**config.mk**
```make
export PLATFORM = sky130hd
export DESIGN_NAME = process_switch_controller
export DESIGN_NICKNAME = d
export VERILOG_FILES = /design/src/rtl/process_switch_controller_pkg.sv /design/src/rtl/process_switch_controller_ctx_index_counter.sv /design/src/rtl/process_switch_controller.sv
export SDC_FILE = /design/constraint.sdc
export NUM_CORES = 1
export LEC_CHECK = 0
export CORE_ASPECT_RATIO = 0.5
export CORE_MARGIN = 8
export CORE_UTILIZATION = 30
export DETAILED_ROUTE_END_ITERATION = 6
export PLACE_DENSITY_LB_ADDON = 0.12
export SETUP_SLACK_MARGIN = 0.3
export SYNTH_ARGS = -nofsm -noshare
export SYNTH_HDL_FRONTEND = slang
export SYNTH_HIERARCHICAL = 1
export SYNTH_SLANG_ARGS = --single-unit
```
**constraint.sdc**
```tcl
create_clock -name clk -period 5.7 [get_ports clk]
set_clock_uncertainty 0.2 [all_clocks]
set_input_delay 0.57 -clock clk [delete_from_list [all_inputs] [get_ports clk]]
set_output_delay 0.57 -clock clk [all_outputs]
set_load 0.005 [all_outputs]
```
**src/rtl/process_switch_controller_pkg.sv**
```systemverilog
// Shared process-control definitions: switch FSM state encoding and default widths.
`default_nettype none

package process_switch_controller_pkg;

  typedef enum logic [2:0] {
    IDLE   = 3'd0,
    SAVE   = 3'd1,
    LOAD   = 3'd2,
    COMMIT = 3'd3,
    ACK    = 3'd4
  } state_e;

  localparam int NUM_REGS_DEFAULT = 32;
  localparam int IDX_W_DEFAULT    = 5;
  localparam int PID_W_DEFAULT    = 4;

endpackage

`default_nettype wire

```
**src/rtl/process_switch_controller_ctx_index_counter.sv**
```systemverilog
// Context register index counter: clearable up-counter with terminal-count flag at NUM_REGS-1.
`default_nettype none

module ctx_index_counter #(
  parameter int NUM_REGS = 32,
  parameter int IDX_W    = 5
) (
  input  logic             clk,
  input  logic             rst_n,
  input  logic             clr,
  input  logic             inc,
  output logic [IDX_W-1:0] cnt,
  output logic             tc
);

  localparam logic [IDX_W-1:0] LAST = IDX_W'(NUM_REGS - 1);

  logic [IDX_W-1:0] cnt_q;
  logic [IDX_W-1:0] cnt_d;

  // Clear has priority so a terminal cycle can both finish and rewind.
  always_comb begin
    cnt_d = cnt_q;
    if (clr) begin
      cnt_d = '0;
    end else if (inc) begin
      cnt_d = cnt_q + 1'b1;
    end
  end

  always_ff @(posedge clk or negedge rst_n) begin
    if (!rst_n) begin
      cnt_q <= '0;
    end else begin
      cnt_q <= cnt_d;
    end
  end

  assign cnt = cnt_q;
  assign tc  = (cnt_q == LAST);

endmodule

`default_nettype wire

```
**src/rtl/process_switch_controller.sv**
```systemverilog
// Process-switch sequencer: saves the running context, loads the target context,
// then issues a one-cycle commit to the control-signal register, stalling the front end.
`default_nettype none

module process_switch_controller
  import process_switch_controller_pkg::*;
#(
  parameter int NUM_REGS = NUM_REGS_DEFAULT,
  parameter int IDX_W    = IDX_W_DEFAULT,
  parameter int PID_W    = PID_W_DEFAULT
) (
  input  logic             clk,
  input  logic             rst_n,
  input  logic             switch_req,
  input  logic [PID_W-1:0] switch_pid,
  output logic             exec_process,
  output logic             select_proc_reg_write,
  output logic             select_proc_reg_read,
  output logic [IDX_W-1:0] ctx_reg_idx,
  output logic [PID_W-1:0] ctx_pid,
  output logic [PID_W-1:0] cur_pid,
  output logic             stall,
  output logic             switch_done
);

  state_e           state_q, state_d;
  logic [PID_W-1:0] target_q, target_d;
  logic [PID_W-1:0] cur_pid_q, cur_pid_d;
  logic             cnt_clr;
  logic             cnt_inc;
  logic [IDX_W-1:0] cnt;
  logic             cnt_tc;

  ctx_index_counter #(
    .NUM_REGS (NUM_REGS),
    .IDX_W    (IDX_W)
  ) u_ctx_index_counter (
    .clk   (clk),
    .rst_n (rst_n),
    .clr   (cnt_clr),
    .inc   (cnt_inc),
    .cnt   (cnt),
    .tc    (cnt_tc)
  );

  always_ff @(posedge clk or negedge rst_n) begin
    if (!rst_n) begin
      state_q   <= IDLE;
      target_q  <= '0;
      cur_pid_q <= '0;
    end else begin
      state_q   <= state_d;
      target_q  <= target_d;
      cur_pid_q <= cur_pid_d;
    end
  end

  // Outputs depend only on registered state so nothing combinational
  // from switch_req/switch_pid reaches the pipeline register.
  always_comb begin
    state_d               = state_q;
    target_d              = target_q;
    cur_pid_d             = cur_pid_q;
    cnt_clr               = 1'b0;
    cnt_inc               = 1'b0;
    exec_process          = 1'b0;
    select_proc_reg_write = 1'b0;
    select_proc_reg_read  = 1'b0;
    ctx_reg_idx           = '0;
    ctx_pid               = cur_pid_q;
    stall                 = 1'b0;
    switch_done           = 1'b0;

    case (state_q)
      IDLE: begin
        if (switch_req) begin
          if (switch_pid != cur_pid_q) begin
            target_d = switch_pid;
            cnt_clr  = 1'b1;
            state_d  = SAVE;
          end else begin
            state_d  = ACK;
          end
        end
      end

      SAVE: begin
        select_proc_reg_write = 1'b1;
        stall                 = 1'b1;
        ctx_reg_idx           = cnt;
        if (cnt_tc) begin
          cnt_clr = 1'b1;
          state_d = LOAD;
        end else begin
          cnt_inc = 1'b1;
        end
      end

      LOAD: begin
        select_proc_reg_read = 1'b1;
        stall                = 1'b1;
        ctx_pid              = target_q;
        ctx_reg_idx          = cnt;
        if (cnt_tc) begin
          cnt_clr = 1'b1;
          state_d = COMMIT;
        end else begin
          cnt_inc = 1'b1;
        end
      end

      COMMIT: begin
        exec_process = 1'b1;
        stall        = 1'b1;
        ctx_pid      = target_q;
        cur_pid_d    = target_q;
        state_d      = ACK;
      end

      ACK: begin
        switch_done = 1'b1;
        state_d     = IDLE;
      end

      default: begin
        state_d = IDLE;
      end
    endcase
  end

  assign cur_pid = cur_pid_q;

endmodule

`default_nettype wire

```
==> impl_results.md, run 1 <==
- Status: completed
- Core area: 0.00296 mm^2
- Unique masters post-synth: 24
- Synthesis-to-finish area growth: 34.5%
- Max-cap violations: 0
- Crit share post-route: 0.498
- Final Max Slew Viols: 0
- DR vias: approximately 660
- Wire per inst: 13.9 um
- WS Path Type: register to output port
- Power density over the cells: between 400 and 500 mW/mm^2
- Critical-path cell list: nor2b_1 > nand2_1 > inv_1 > clkdlybuf4s50_1
- Final Hold Violating Endpoints: 0
- Cells after Synth: roughly 80
- Clock net sink count: 16
- FMAX: 0.352 GHz
- Worst-Margin Slew: 718 ps
- 1st-pass router iterations: 4
- FF+latch area: 400 um^2
- Post-Layout Cell Count: between 100 and 150
- Ratio of cells with drive above 1 in the final layout: 0.181
- Sw frac: 0.313
- Post-cts resize count: 0
- Dpl ws: 2950 ps
- GRT Total Usage: 0.0910
- Worst-path fanout max: 9
- Leading area contributor after synthesis: dfrtp_1
- Mapped cell area: approximately 900 um^2
- Required @ worst endpoint: 4930 ps
- Hold-fix buffers, CTS: 0
- H-tree Lvls: 1
- Vias in the first global route: 686
- Initial antenna violation count: 0
- Async set or reset register ratio after synthesis: 1.00
- Top FF cell, synth: dfrtp_1
- Syn Nets: 90
- Clock group share of total power: 0.183
- Row Count: 14
- Postcts setup bufs: 0
- Leak: 0.574 nW
- Starting Density: 0.309
- Antenna cells: 0
- CTS Root Cell: clkbuf_8
- Placer Congestion: about 0.69
- CTS Buf Count: 3
- Die W: 94.1 um
- Latest clock arrival within the worst-skew pair: 250 ps
- Syn avg cell area: 11.3 um^2
- Area contributors post-synth: dfrtp_1 (44%), mux2_2 (11%), mux2_4 (8.2%)
- Final hold slack: 337 ps
- R2r startpoint: u_ctx_index_counter/cnt[0]
- Worst Setup Start Kind: register
- Final critical-path required period: 2840 ps
- CTS tree: yes
- Post-route setup slack: ~2900 ps
- Largest net degree at the start of global routing: 17
- #FFs+latches synth: 16
- Worst stage delay on the critical path: 500 ps
- Drt drc: 0
- Bufs on Longest Clock Path: 2
- Top cell type's share of synthesized area: 0.438
- Post-synth EDFFs: 0
- Congestion Overflow GR: 0
- Critical path launch point: state_q[2]
- CP arrival: 2070 ps
- Critical Path Sink Type: output port
- Avg Vias per Cell: roughly 4.5
- ANT nets after route: 0
- Placed cell count: around 140
- Internal power: 0.383 mW
- Sequential fraction of design power: 0.366
- NetSw: roughly 0.17 mW
- VDD IR max: 119 uV
- IO Port Bufs: 24
- Area taken by multi-input logic gates: just under 500 um^2
- Design Power: 0.557 mW
- Setup TNS: 0 ps
- First-pass GRT wire length: 3450 um
- Fillers: around 300
- Reg clk slew, reported paths: around 60 ps
- Hold Path Class: register to register
- Sequential element share of the synthesized area: 0.438
- Ys Warns: 6
- Dpl hpwl: 1540 um
- Max_slew headroom: 0.520
- Nets: around 120
- Combinational share of power: 0.452
- Die footprint: 0.00518 mm^2
- Worst path slowest cell: clkdlybuf4s50_1
- RSZ-0062 raised after global routing: no
- Hold Crit Start: target_q[0]
- Routed wire length: 2020 um
- Initial drt markers: 17
- Die Y: around 55 um
- Setup violators final: 0
- Ports: 25
## final timing paths
path / endpoint / slack, ps / cells past startpoint
min in group asynchronous: u_ctx_index_counter/cnt[4] / 540 / 1
max reg2reg: u_ctx_index_counter/cnt[3] / 3270 / 6
min: target_q[0] / 340 / 1
max: exec_process / 2860 / 4
min reg2reg: target_q[0] / 340 / 1
max in group asynchronous: target_q[0] / 4300 / 1
## power groups by stage
| stage | Sequential, mW | Combinational [mW] | Clock (mW) |
|---|---|---|---|
| after floorplan | 0.196 | 0.149 | 0 |
| after global placement | 0.203 | 0.250 | 0 |
| after detailed placement | 0.206 | 0.256 | 0 |
| after CTS | 0.204 | 0.258 | 0.106 |
| after global routing | 0.213 | 0.275 | 0.114 |
| final | 0.204 | 0.252 | 0.102 |
## registers in the layout, indices dropped and copies added, names as in the netlist
name                     cells
cur_pid                      4
state_q                      3
target_q                     4
u_ctx_index_counter/cnt      5
## synthesized netlist by cell type (2+ instances only)
cell / n
xor2_1: 4
mux2_2: 9
nor2_1: 7
nand3b_1: 2
buf_6: 2
ha_1: 2
mux2i_1: 2
mux2_4: 5
dfrtp_1: 16
nand2_1: 5
clkbuf_1: 2
a21oi_1: 4
nand2b_1: 2
nor2b_1: 4
and2_1: 6
## metal layers
layer	share of wire	vias to the layer above	GRT usage	routed length [um]
li1	-	322	-	-
met1	0.39	318	0.0913	791
met2	0.53	12	0.167	1070
met3	0.060	5	0.0377	121
met4	0.019	0	0.0468	38
met5	0	-	0	0
## cell families (layout without fill, tap and decap cells)
kind of cell,after synthesis,in the layout,synth area share
AOI/OAI and AO/OA,6,6,0.0383
xor gates and xnor gates,5,5,0.0479
adders and majority gates,2,2,0.0274
buffers and inverters,5,29,0.0369
DFF,16,16,0.438
muxes,16,16,0.215
and+or+nand+nor,31,31,0.197
## cells in the final DEF, fill, tap and decap left out, drive strengths merged
cell	count
o21ai	1
and2	6
a21bo	1
xnor2	1
mux2	14
dfrtp	16
nand4	1
nand2	5
or3	1
nor2	7
nand3b	2
and3	1
inv	1
mux2i	2
a21oi	4
clkbuf	4
clkdlybuf4s50	24
ha	2
xor2	4
nand3	1
nor4	1
nor2b	4
nand2b	2
## cell type report
class / count / share of cell area
clock buffers: 4 / 0.0448
multi-input cells: 60 / 0.391
well taps: 40 / 0.0407
flip-flops and latches: 16 / 0.326
inverters: 1 / 0.00305
repair buffers: 24 / 0.195
## worst max-delay path, delay by kind of cell, from the launching register on
kind                   cells  cell delay [ps]
buffers and inverters      2              600
and+or+nand+nor            2              750
DFF                        1              470
## metrics by stage
step	instance area, um^2	util
floorplan	915	-
global placement	1170	0.397
detailed placement	1170	0.397
CTS	1230	0.415
global route	1230	0.415
finish	1230	0.415
Note: power is estimated with default switching activity, not from simulation.
==> run 2: changes to the inputs <==
Clock period 5.7 ns to 2.8 ns, I/O delays scaled along.
==> run 2 against run 1 <==
Utilization rose by 0.46 points. Total power rose by 100%. Worst hold slack got worse by 77 ps. Worst setup slack got worse by 2400 ps. Die area did not move. Critical path depth did not move. Sequential share of layout area fell by 0.36 points. Register-to-register slack got worse by 2600 ps. Clock power rose by 100%. Routed wire length fell by 1.5%. Non-clock buffer count rose by 1. Highest routed layer unchanged.
==> impl_results.md, run 2 (same netlist as run 1, synthesis figures left out) <==
- Critical-path cell list: nor2b_2 > nand2_1 > inv_1 > clkdlybuf4s50_1
- Core area: 0.00296 mm^2 (unchanged)
- Placed Area: 0.00118 mm^2 (+0.64%)
- Status: completed
- Vias in the first global route: 669 (-2.5%)
- Antenna cells: 0 (unchanged)
- Setup TNS: 0 ps (unchanged)
- Final critical-path required period: 2350 ps
- Crit share post-route: 0.839
- Initial drt markers: 14 (-3)
- GRT Total Usage: 0.0802 (-0.0108)
- ANT nets after route: 0 (unchanged)
- Ratio of cells with drive above 1 in the final layout: 0.208 (+0.0266)
- Setup violators final: 0 (unchanged)
- Worst-path fanout max: 9 (unchanged)
- Fillers: 294 (+0.68%)
- DR vias: 663 (+0.91%)
- Leak: 0.580 nW (+0.92%)
- Avg Vias per Cell: 4.54 (+0.22%)
- Die W: 94.1 um (unchanged)
- WS Path Type: register to output port
- Synthesis-to-finish area growth: 36.0%
- Worst stage delay on the critical path: 490 ps (about the same)
- Routed wire length: 1990 um (-1.5%)
- Die Y: 55.0 um (unchanged)
- Row Count: 14 (unchanged)
- CTS Buf Count: 3 (unchanged)
- Worst path slowest cell: clkdlybuf4s50_1
- Die footprint: 0.00518 mm^2 (unchanged)
- Max reg flops: 5 (unchanged)
- Most frequent cells in the layout: clkdlybuf4s50_1 (24), dfrtp_1 (16), mux2_2 (9)
- Hold Path Class: input port to async pin
- Largest net degree at the start of global routing: 17 (unchanged)
- Max_slew headroom: 0.517 (-0.00243)
- Placer Congestion: 0.683 (-1.1%)
- Congestion Overflow GR: 0 (unchanged)
- Bufs on Longest Clock Path: 2 (unchanged)
- CTS tree: yes
- RSZ-0062 raised after global routing: no
- Final Max Slew Viols: 0 (unchanged)
- Power density over the cells: 915 mW/mm^2 (+100%)
- Dpl hpwl: 1510 um (-2.0%)
- Max-cap violations: 0 (unchanged)
- Critical Path Sink Type: output port
- Commonest non-fill, non-tap cell in the layout: clkdlybuf4s50_1
- CP arrival: 1870 ps (-200 ps)
- Ports: 25 (unchanged)
- Worst Setup Start Kind: register
- IO Port Bufs: 24 (unchanged)
- Clock net sink count: 16 (unchanged)
- 1st-pass router iterations: 2 (-2)
- Nets: 116 (+0.87%)
- Drt drc: 0 (unchanged)
- Worst-Margin Slew: 722 ps (+3.64 ps)
- Reg clk slew, reported paths: 60 ps (about the same)
- Latest clock arrival within the worst-skew pair: 250 ps (about the same)
- Initial antenna violation count: 0 (unchanged)
- Final instance area: 0.00124 mm^2 (+1.1%)
- Final Hold Violating Endpoints: 0 (unchanged)
- H-tree Lvls: 1 (unchanged)
- CTS Root Cell: clkbuf_8
- First-pass GRT wire length: 3110 um (-9.8%)
- FMAX: around 0.43 GHz
- Starting Density: 0.309 (unchanged)
- Required @ worst endpoint: 2320 ps (-2610 ps)
- Hold-fix buffers, CTS: 0 (unchanged)
- Wire per inst: 13.6 um (-2.2%)
- VDD IR max: 286 uV (+140%)
-- run 2: final cells by class --
cell class	count	area (um^2)	area share
Inverter	1	3.75	0.00302
Sequential cell	16	400	0.322
Multi-Input combinational cell	60	487	0.391
Timing Repair Buffer	25	248	0.199
Clock buffer	4	55.1	0.0443
Tap cell	40	50.0	0.0402
-- run 2: report_power, final --
group          internal [mW]  switching [mW]  total (mW)
Combinational          0.340           0.177       0.517
Clock                  0.125          0.0813       0.206
Sequential             0.321          0.0942       0.415
Total                  0.786           0.353        1.14
-- run 2: path summary, 6_finish.rpt --
kind                       slack [ps]  cells past startpoint                         end                        from
min in group clk                  340                      1                 target_q[3]                 target_q[3]
min reg2reg                       340                      1                 target_q[3]                 target_q[3]
min                               260                      1  u_ctx_index_counter/cnt[4]                       rst_n
max in group asynchronous        1690                      1                  cur_pid[2]                       rst_n
max reg2reg                       680                      7  u_ctx_index_counter/cnt[3]  u_ctx_index_counter/cnt[0]
max                               450                      4                exec_process                  state_q[2]
-- run 2: routing by layer --
metal / wire length [um] / track usage / part of all wire / vias up
met5: 0 / 0 / 0 / -
met2: 1030 / 0.151 / 0.52 / 13
met3: 114 / 0.0377 / 0.057 / 2
li1: - / - / - / 321
met4: 27 / 0.0390 / 0.014 / 0
met1: 819 / 0.0760 / 0.41 / 327
-- run 2: what timing repair did --
item,4_1_cts,5_1_grt
resized for setup,1,1
endpoints found under the setup margin,5,5
buffers inserted,0,0
-- run 2: stage by stage --
stage / hold slack [ps] / setup slack, ps / util / total power [mW] / std cells
2_1_floorplan: -216 / 794 / - / 0.701 / 81
3_3_place_gp: 311 / 361 / 0.399 / 0.928 / 142
3_5_place_dp: 323 / 332 / 0.399 / 0.944 / 142
4_1_cts: 300 / 310 / 0.419 / 1.16 / 146
5_1_grt: 339 / 333 / 0.420 / 1.22 / 146
6_report: 260 / 450 / 0.420 / 1.14 / 146
-- run 2: critical path, delay by kind of cell, from the launching register on --
kind | cells | cell delay (ps)
buffers and inverters | 2 | 580
DFF | 1 | 470
and+or+nand+nor | 2 | 560
==> run 3: changes to the inputs <==
Clock period 2.8 ns to 2.18 ns, I/O delays scaled along.
==> run 3 against run 2 <==
Via count up 13%. Combinational power increased by 62%. Final area grew 23%. Cell count rose by 14%.
==> impl_results.md, run 3 (same netlist as run 1, synthesis figures left out) <==
- CTS Root Cell: clkbuf_8
- Dpl hpwl: 1650 um (+8.8%)
- Met2 WL: 1250 um (+22%)
- Max_slew headroom: 0.790 (+0.272)
- Antenna cells: 0 (unchanged)
- CTS Buf Count: 3 (unchanged)
- Hold Path Class: input port to async pin
- Placed Area: 0.00125 mm^2 (+6.1%)
- Worst-path fanout max: 3 (-6)
- Final Hold Violating Endpoints: 0 (unchanged)
- Post-Layout Cell Count: 167 (+14%)
- Worst Setup Start Kind: register
- Avg Vias per Cell: 4.47 (-1.5%)
- CTS tree: yes
- ANT nets after route: 0 (unchanged)
- 1st-pass router iterations: 4 (+2)
- Core Util, Final: 0.516 (+0.0959)
- Die Y: 55.0 um (unchanged)
- Reg2reg setup slack: 200 ps (-480 ps)
- Initial antenna violation count: 0 (unchanged)
- Setup TNS: 0 ps (unchanged)
- VDD IR max: 367 uV (+28%)
- Wire per inst: 13.9 um (+1.9%)
- Nets: 137 (+18%)
- Congestion Overflow GR: 0 (unchanged)
- Row Count: 14 (unchanged)
- Status: completed
- Max reg flops: 5 (unchanged)
- IO Port Bufs: 24 (unchanged)
- Routed wire length: 2320 um (+17%)
- Max-cap violations: 0 (unchanged)
- Final critical-path required period: 2070 ps
- Initial drt markers: 11 (-3)
- DRT met1 WL: 907 um (+11%)
- Synthesis-to-finish area growth: 67.0%
- Clock net sink count: 16 (unchanged)
- Power density over the cells: 1080 mW/mm^2 (+18%)
- Largest net degree at the start of global routing: 17 (unchanged)
- Top Metal Used: met4
- Core area: 0.00296 mm^2 (unchanged)
- Placer Congestion: 0.682 (-0.16%)
- Required @ worst endpoint: 1760 ps (-560 ps)
- Most frequent cells in the layout: dfrtp_1 (14), buf_6 (14), buf_4 (12)
- DR vias: 747 (+13%)
- Ports: 25 (unchanged)
- Leak: 0.751 nW (+30%)
- H-tree Lvls: 1 (unchanged)
- Die W: 94.1 um (unchanged)
- First-pass GRT wire length: 3600 um (+16%)
- Drt drc: 0 (unchanged)
- WS Path Type: register to output port
- Critical Path Sink Type: output port
- Ratio of cells with drive above 1 in the final layout: 0.543 (+0.336)
- FMAX: ~0.48 GHz
- Starting Density: 0.309 (unchanged)
- RSZ-0062 raised after global routing: yes
- Final Max Slew Viols: 0 (unchanged)
- Placed cell count: 149 (+4.9%)
- Reg clk slew, reported paths: 70 ps (about the same)
- CP arrival: 1650 ps (-220 ps)
- Latest clock arrival within the worst-skew pair: 250 ps (about the same)
- Design Power: 1.65 mW (+45%)
- Worst-Margin Slew: 313 ps (-409 ps)
- DR WL met3: 127 um (+11%)
- Crit share post-route: 0.947
- Vias in the first global route: 767 (+15%)
- Die footprint: 0.00518 mm^2 (unchanged)
- Bufs on Longest Clock Path: 2 (unchanged)
- Final instance area: 0.00153 mm^2 (+23%)
- Setup violators final: 0 (unchanged)
- GRT Total Usage: 0.0938 (+0.0137)
-- run 3: path summary, 6_finish.rpt --
path / to / start / depth (start not counted)
max in group asynchronous: state_q[2] / rst_n / 2
worst min-delay path: u_ctx_index_counter/cnt[2] / rst_n / 2
worst max-delay path: ctx_pid[3] / state_q[1] / 7
min in group clk: cur_pid[0] / target_q[0] / 1
worst min register to register: cur_pid[0] / target_q[0] / 1
worst max register to register: target_q[0] / state_q[1] / 7
-- run 3: through the flow --
stage	hold WS, ps	setup slack (ps)
final	86.6	115
after global routing	137	76.5
after CTS	95.4	85.8
after detailed placement	324	-6.95
after global placement	311	47.2
after floorplan	-278	294
-- run 3: critical path, stage by stage, from the launching register on --
cell	delay (ps)
dfrtp_1	410
buf_6	130
nor2b_4	120
buf_6	120
buf_12	120
buf_6	100
mux2_4	290
buf_6	110
-- run 3: what timing repair did --
| item | CTS | global route |
|---|---|---|
| hold buffers | 0 | 0 |
| gates cloned | 0 | 0 |
| setup endpoints to repair | 23 | 20 |
| resized for setup | 60 | 17 |
| buffers inserted | 12 | 2 |
| pin swaps | 3 | 4 |
| endpoints found under the hold margin | 0 | 0 |
-- run 3: cell type report --
cell class                 instances  area (um^2)
clock buffer                       4         55.1
fill                             262         1430
inverter                           1         3.75
multi-input combinational         60          588
sequential                        16          403
tap                               40         50.0
timing repair buffer              46          428
-- run 3: per-layer routing --
metal,GRT usage,vias up
li1,-,365
met1,0.0981,366
met2,0.174,12
met3,0.0350,4
met4,0.0390,0
met5,0,-
-- run 3: power breakdown --
group	switching, mW	internal (mW)
clock	0.106	0.160
combinational	0.283	0.555
sequential	0.131	0.414
total	0.520	1.13
